[config.mk]
export PLATFORM = sky130hd
export DESIGN_NAME = pwm_duty_ctrl
export DESIGN_NICKNAME = d
export VERILOG_FILES = /design/src/rtl/pwm_duty_ctrl.sv
export SDC_FILE = /design/constraint.sdc
export NUM_CORES = 1
export LEC_CHECK = 0
export CORE_MARGIN = 1.5
export CORE_UTILIZATION = 40
export DETAILED_ROUTE_END_ITERATION = 8
export SLEW_MARGIN = 20
export SYNTH_ARGS = -nofsm -noshare
export SYNTH_HDL_FRONTEND = slang
export SYNTH_SLANG_ARGS = --single-unit
[constraint.sdc]
create_clock -name clk -period 3.1 [get_ports clk]
set_input_delay 0.465 -clock clk [delete_from_list [all_inputs] [get_ports clk]]
set_output_delay 0.465 -clock clk [all_outputs]
set_load 0.005 [all_outputs]
[src/rtl/pwm_duty_ctrl.sv]
// Push-button adjustable PWM generator: synchronised up/down buttons with optional
// hold-to-repeat, clamped duty request, and a duty shadow register loaded at period wrap.
module pwm_duty_ctrl #(
  parameter int WIDTH      = 5,
  parameter int PERIOD     = 20,
  parameter int DUTY_INIT  = 10,
  parameter int DUTY_MIN   = 1,
  parameter int DUTY_MAX   = 19,
  parameter int STEP       = 1,
  parameter int REPEAT_CYC = 0
) (
  input  logic             clk,
  input  logic             reset,
  input  logic             pshbtn_p,
  input  logic             pshbtn_m,
  output logic [WIDTH-1:0] t_high,
  output logic [WIDTH-1:0] t_low,
  output logic             pwm_out,
  output logic             period_start
);

  localparam int RW = (REPEAT_CYC > 1) ? $clog2(REPEAT_CYC) : 1;
  localparam bit RPT_EN = (REPEAT_CYC > 0);
  localparam logic [RW-1:0]    RPT_LAST = RW'((REPEAT_CYC > 0) ? REPEAT_CYC - 1 : 0);
  localparam logic [WIDTH-1:0] CNT_LAST = WIDTH'(PERIOD - 1);
  localparam logic [WIDTH-1:0] PER_W    = WIDTH'(PERIOD);
  localparam logic [WIDTH-1:0] INIT_W   = WIDTH'(DUTY_INIT);
  localparam logic [WIDTH:0]   DMAX_X   = (WIDTH+1)'(DUTY_MAX);
  localparam logic [WIDTH:0]   DMIN_X   = (WIDTH+1)'(DUTY_MIN);
  localparam logic [WIDTH:0]   STEP_X   = (WIDTH+1)'(STEP);

  // One extra bit keeps the sum from wrapping before the clamp compare.
  function automatic logic [WIDTH-1:0] sat_inc(input logic [WIDTH-1:0] d);
    logic [WIDTH:0] sum;
    sum = {1'b0, d} + STEP_X;
    return (sum > DMAX_X) ? DMAX_X[WIDTH-1:0] : sum[WIDTH-1:0];
  endfunction

  // Compare before subtracting so the result never underflows.
  function automatic logic [WIDTH-1:0] sat_dec(input logic [WIDTH-1:0] d);
    logic [WIDTH:0] dif;
    if ({1'b0, d} < DMIN_X + STEP_X) return DMIN_X[WIDTH-1:0];
    dif = {1'b0, d} - STEP_X;
    return dif[WIDTH-1:0];
  endfunction

  logic s1_p, s2_p, s3_p;
  logic s1_m, s2_m, s3_m;
  logic rise_p, rise_m, one_held, rpt_hit, rpt_p, rpt_m, inc_ev, dec_ev, wrap;
  logic [RW-1:0]    rcnt;
  logic [WIDTH-1:0] cnt;
  logic [WIDTH-1:0] duty_req;
  logic [WIDTH-1:0] duty_act;

  // Stage: button synchronisers and edge-detect delay flops
  always_ff @(posedge clk or posedge reset) begin
    if (reset) begin
      {s1_p, s2_p, s3_p} <= '0;
      {s1_m, s2_m, s3_m} <= '0;
    end else begin
      {s1_p, s2_p, s3_p} <= {pshbtn_p, s1_p, s2_p};
      {s1_m, s2_m, s3_m} <= {pshbtn_m, s1_m, s2_m};
    end
  end

  assign rise_p   = s2_p & ~s3_p;
  assign rise_m   = s2_m & ~s3_m;
  assign one_held = s2_p ^ s2_m;
  assign rpt_hit  = RPT_EN && one_held && (rcnt == RPT_LAST);
  assign rpt_p    = rpt_hit & s2_p;
  assign rpt_m    = rpt_hit & s2_m;
  assign inc_ev   = (rise_p | rpt_p) & ~s2_m;
  assign dec_ev   = (rise_m | rpt_m) & ~s2_p;
  assign wrap     = (cnt == CNT_LAST);

  // Stage: hold-to-repeat interval counter
  always_ff @(posedge clk or posedge reset) begin
    if (reset) begin
      rcnt <= '0;
    end else if (!RPT_EN || rise_p || rise_m || !one_held || rpt_hit) begin
      rcnt <= '0;
    end else begin
      rcnt <= rcnt + 1'b1;
    end
  end

  // Stage: duty request, period counter and shadow duty
  always_ff @(posedge clk or posedge reset) begin
    if (reset) begin
      duty_req <= INIT_W;
      duty_act <= INIT_W;
      cnt      <= '0;
    end else begin
      if (inc_ev && !dec_ev) begin
        duty_req <= sat_inc(duty_req);
      end else if (dec_ev && !inc_ev) begin
        duty_req <= sat_dec(duty_req);
      end
      if (wrap) begin
        cnt      <= '0;
        duty_act <= duty_req;
      end else begin
        cnt <= cnt + 1'b1;
      end
    end
  end

  assign t_high       = duty_req;
  assign t_low        = PER_W - duty_req;
  assign pwm_out      = (cnt < duty_act);
  assign period_start = (cnt == '0);

endmodule

# Word level (Yosys, flattened, before mapping)
# Cells that the tools add are included.
[op_classes] n_lt_le_gt_ge=3 multipliers=0 n_eq_ne=1 div=0 bitwise_logic=8 n_mux=9 reduce_logical=6 add_sub_neg=4 shift=0
[op_table] op="$mux 5" count=6
[op_table] op="$add 5x1->6 const B" count=1
[op_table] op="$gt 6x5->1 const B" count=1
[op_table] op="$add 5x1->5 const B" count=1
[op_table] op="$eq 5x5->1 const B" count=1
[op_table] op="$logic_not 5->1" count=1
[op_table] op="$lt 5x2->1 const B" count=1
[op_table] op="$lt 5x5->1" count=1
[op_table] op="$sub 5x1->5 const B" count=1
[op_table] op="$sub 5x5->5 const A" count=1
[op_table] op="$and 1x1->1" count=4
[op_table] op="$not 1->1" count=4
[op_table] op="$mux 1" count=3
[op_table] op="$logic_and 1x1->1" count=2
[op_table] op="$logic_not 1->1" count=2
[op_table] op="$reduce_bool 2->1" count=1
[word_totals] mem_bits_ro=0 elab_cells=40 latch_bits=0 mem_count=0 ramBits=0 regBits=21

# Logic depth before layout (Yosys ltp)
[depth] word_depth=10 ltp_mapped=7 depth_no_buf=6

# Worst setup path after synthesis
# OpenSTA, ideal clock, no wires.
[synth_timing] path_kind="register to register" start="register s2_p" end="register duty_req[1], in the netlist t_high[1]" slack_ns=1.202 period_less_slack_ns=1.898 required_time_ns=3.017 t_arrival_ns=1.815 path_stages_with_launch=6 cell_sequence="dfrtp_1 -> or3b_2 -> ha_1 -> clkbuf_8 -> or3b_2 -> o311a_1"
[synth_between] elab_chain_cells=5
[synth_rtl] item="from (decl)" line="47" text="logic s1_p, s2_p, s3_p;"
[synth_rtl] item="from (signal assigned)" line="61" text="{s1_p, s2_p, s3_p} <= {pshbtn_p, s1_p, s2_p};"
[synth_rtl] item="$and 1x1->1 or $not 1->1 (tied branches)" line="66, 73"
[synth_rtl] item="$and 1x1->1 (on tied branches)" line="72, 73"
[synth_rtl] item="$logic_not 1->1 (on tied branches)" line="96, 94"
[synth_rtl] item="$logic_and 1x1->1 (on tied branches)" line="96, 94"
[synth_rtl] item="$reduce_bool 2->1 (no line) or $mux 5 (tied branches)"
[synth_rtl] item="to (signal assigned)" line="95" text="duty_req <= sat_inc(duty_req);"
[synth_rtl] item="to (signal assigned)" line="97" text="duty_req <= sat_dec(duty_req);"
[synth_rtl] item="to (decl)" line="52" text="logic [WIDTH-1:0] duty_req;"
# Several ways; a longest one is shown, not always the timed one.
# A chain may end at the register's enable or synchronous reset.

# Worst setup path in the final report
[layout_timing] start="register duty_req[1], in the netlist t_high[1]" end="output t_low[4]"
[layout_between] elab_chain_cells=1
[layout_rtl] item="$sub 5x5->5" line="109" text="assign t_low = PER_W - duty_req;"
[layout_rtl] item="to (decl)" line="17" text="output logic [WIDTH-1:0] t_low,"
# No other way between the ends.

==> flow_metrics.py <==
metrics = {
    "status": {
        "status": "finished clean",
    },
    "synthesis": {
        "syn_area_mm2": 0.00127,
        "yosys.cell_types.count": 45,
        "synth_edf_count": 0,
        "yosys_register_bits": 21,
        "synth.yosys.seq_area_share": 0.417,
        "synthCells": 125,
        "syn_nets": 138,
        "synthArstFlopShare": 1.00,
        "synthFlopType": "dfrtp_1",
        "yosys_warnings": 0,
        "syn_area_per_cell_um2": 10.2,
    },
    "timing": {
        "min_period_ps": 2680,
        "tns_ps": 0,
        "max_clock_freq_mhz": 373,
        "tightest_slew_ps": 776,
        "relSlewSlack": 0.482,
        "fin_crit_sh": 0.864,
        "rsz0062_at_grt": "false",
        "fin_hold_ws_ps": 360,
        "layout_setup_ws_ps": 422,
        "finClkSkew_ps": 6.43,
        "finalSetupViolations": 0,
        "slew_viol_final": 0,
        "hold_violations": 0,
    },
    "grt": {
        "grt_antenna_before_repair": 0,
        "track_usage": 0.146,
        "grt_overflow": 0,
        "grt_pass1_vias": 859,
        "grt_max_degree": 22,
        "grt_first_pass_wirelength_um": 3910,
    },
    "drt": {
        "dr_total_vias": 877,
        "dr.pass1.iters": 3,
        "ant_nets": 0,
        "wl_met1_um": 1070,
        "wl_per_cell_um": 11.8,
        "top_layer_used": "met4",
        "viasPerCell": 4.87,
        "wl_met3_um": 80,
        "drtIter0Drc": 21,
        "drc": 0,
        "wl_um": 2130,
        "met2_wirelength_um": 961,
    },
    "min_path": {
        "hold-path-endpoint": "s2_p",
        "holdPathStages": 0,
        "hold_path.class": "flip-flop to flip-flop",
        "hp-start": "s1_p",
    },
    "clock_tree": {
        "clk_pin_slew_ps": 110,
        "numClockSinks": 21,
        "cts_tree": "yes",
        "htreeDepth": 1,
        "clock_latency_ps": 290,
        "cts_buffer_depth": 2,
        "cts_buffers": 3,
        "post_cts_buffers": 0,
        "post_cts_resized": 0,
        "holdBufCountCts": 0,
        "cts_root_buf": "clkbuf_4",
    },
    "die": {
        "dieArea_mm2": 0.00353,
        "fp.dieW_um": 59.4,
        "ios": 16,
        "num_rows": 20,
        "fp.dieH_um": 59.4,
        "core_mm2": 0.00303,
        "initial_core_util": 0.420,
    },
    "placed_design": {
        "dp_hpwl_um": 1520,
        "gp_congestion": 0.855,
        "place.port_buffers": 15,
        "pre_cts_ws_ps": 759,
        "dpl_cell_area_mm2": 0.00140,
        "dp_cells": 176,
    },
    "setup_path": {
        "worstPathArrival_ps": 2210,
        "r2r-end": "t_high[1]",
        "crit_fanout": 11,
        "setup.worst_path.end_class": "output pin",
        "r2r_start": "s2_p",
        "worstPathCellList": "inv_1 > ha_1 > inv_1 > a21oi_1 > xnor2_1 > clkdlybuf4s50_1",
        "crit_path_frequent_cell": "inv_1",
        "startpoint": "t_high[1]",
        "cp_slowest_cell": "dfstp_2",
        "crit_path_start_kind": "flip-flop",
        "r2r_slack_ps": 1120,
        "ff2ff_path_depth": 4,
        "critical_path_class": "flip-flop to output pin",
        "cp.required_ps": 2630,
        "slowest_delay_ps": 680,
    },
    "cells_and_area": {
        "finalInstanceArea_mm2": 0.00143,
        "final_common_cell": "dfrtp_1",
        "antenna_cells": 0,
        "nNetsFinal": 150,
        "layout_common_cells": "dfrtp_1, clkdlybuf4s50_1, inv_1",
        "drive_gt1_frac": 0.140,
        "fill_cells": 305,
        "area_delta_synth_final_pct": 12.2,
        "final_cells": 180,
    },
    "power_and_ir_drop": {
        "p_per_area_mw_per_mm2": 778,
        "p_leak_nw": 0.571,
        "vdd_ir_drop_max_mv": 0.331,
    },
    "flow_run": {
        "cap_violations": 0,
    },
}
## how the worst max path moves through the flow
stage,end,depth (start not counted),slack (ps)
6_report,t_low[4],6,420
5_1_grt,t_low[4],6,280
4_1_cts,t_low[4],6,410
3_5_place_dp,t_low[4],6,760
3_3_place_gp,t_low[4],6,810
2_1_floorplan,t_high[1],5,1200
## worst max-delay path: cells and delay by family, from the launching register on
family	cells	cell delay (ps)
DFF	1	680
adders and majority gates	1	230
xor gates and xnor gates	1	150
AOI/OAI and AO/OA	1	100
buffers and inverters	3	760
## cells in the mapped netlist, types with 2 or more instances
master	instances	share of area
ha_1	9	0.089
dfrtp_1	17	0.33
or3_1	2	0.0098
nor3_1	3	0.012
mux2i_1	3	0.024
o21ai_0	10	0.039
nand2_1	7	0.021
a21oi_1	6	0.024
dfstp_2	4	0.083
nor2b_1	3	0.015
nand3_1	3	0.012
nor3_2	2	0.016
inv_1	11	0.032
o21a_1	2	0.012
or3b_2	2	0.014
buf_4	2	0.012
clkbuf_8	2	0.022
xnor2_1	5	0.034
buf_6	3	0.027
nor2_1	4	0.012
## per-layer routing
metal  GRT usage  vias to the layer above
li1            -                      453
met5           0                        -
met2       0.223                       14
met1       0.199                      408
met4      0.0584                        0
met3      0.0328                        2
## kinds of logic (layout without fill, tap and decap cells)
logic type               Yosys count  count (layout)  synth area share
AO/OA/AOI/OAI                     29              29             0.145
adder cells (fa/ha/maj)            9               9            0.0886
buffers and inverters             21              32             0.102
AND/OR/NAND/NOR                   35              35             0.173
XOR/XNOR                           6               6            0.0413
multiplexers                       4               4            0.0325
flip-flops                        21              21             0.417
## power breakdown
part	total (mW)	switching, mW	internal, mW
clock network	0.127	0.0791	0.0479
logic	0.523	0.206	0.318
registers	0.459	0.114	0.346
## final cells by class
class / count / area, um^2 / area share
clock buffer: 3 / 22.5 / 0.0158
clock inverter: 1 / 5.00 / 0.00351
inverter: 12 / 45.0 / 0.0316
multi-input combinational: 83 / 611 / 0.428
sequential: 21 / 531 / 0.372
tap: 44 / 55.1 / 0.0386
timing repair buffer: 16 / 158 / 0.111
## flip-flops by register name (all words and copies together), names as in the netlist
register  flops
t_high        5
s2_m          1
s3_m          1
duty_act      5
s2_p          1
s1_p          1
s3_p          1
s1_m          1
cnt           5
## stage by stage
stage,utilization,power (mW)
after floorplan,-,0.806
after global placement,0.462,0.985
after detailed placement,0.462,0.989
after CTS,0.471,1.12
after global routing,0.471,1.21
final,0.471,1.11
Power figures use the tool's default switching activity.
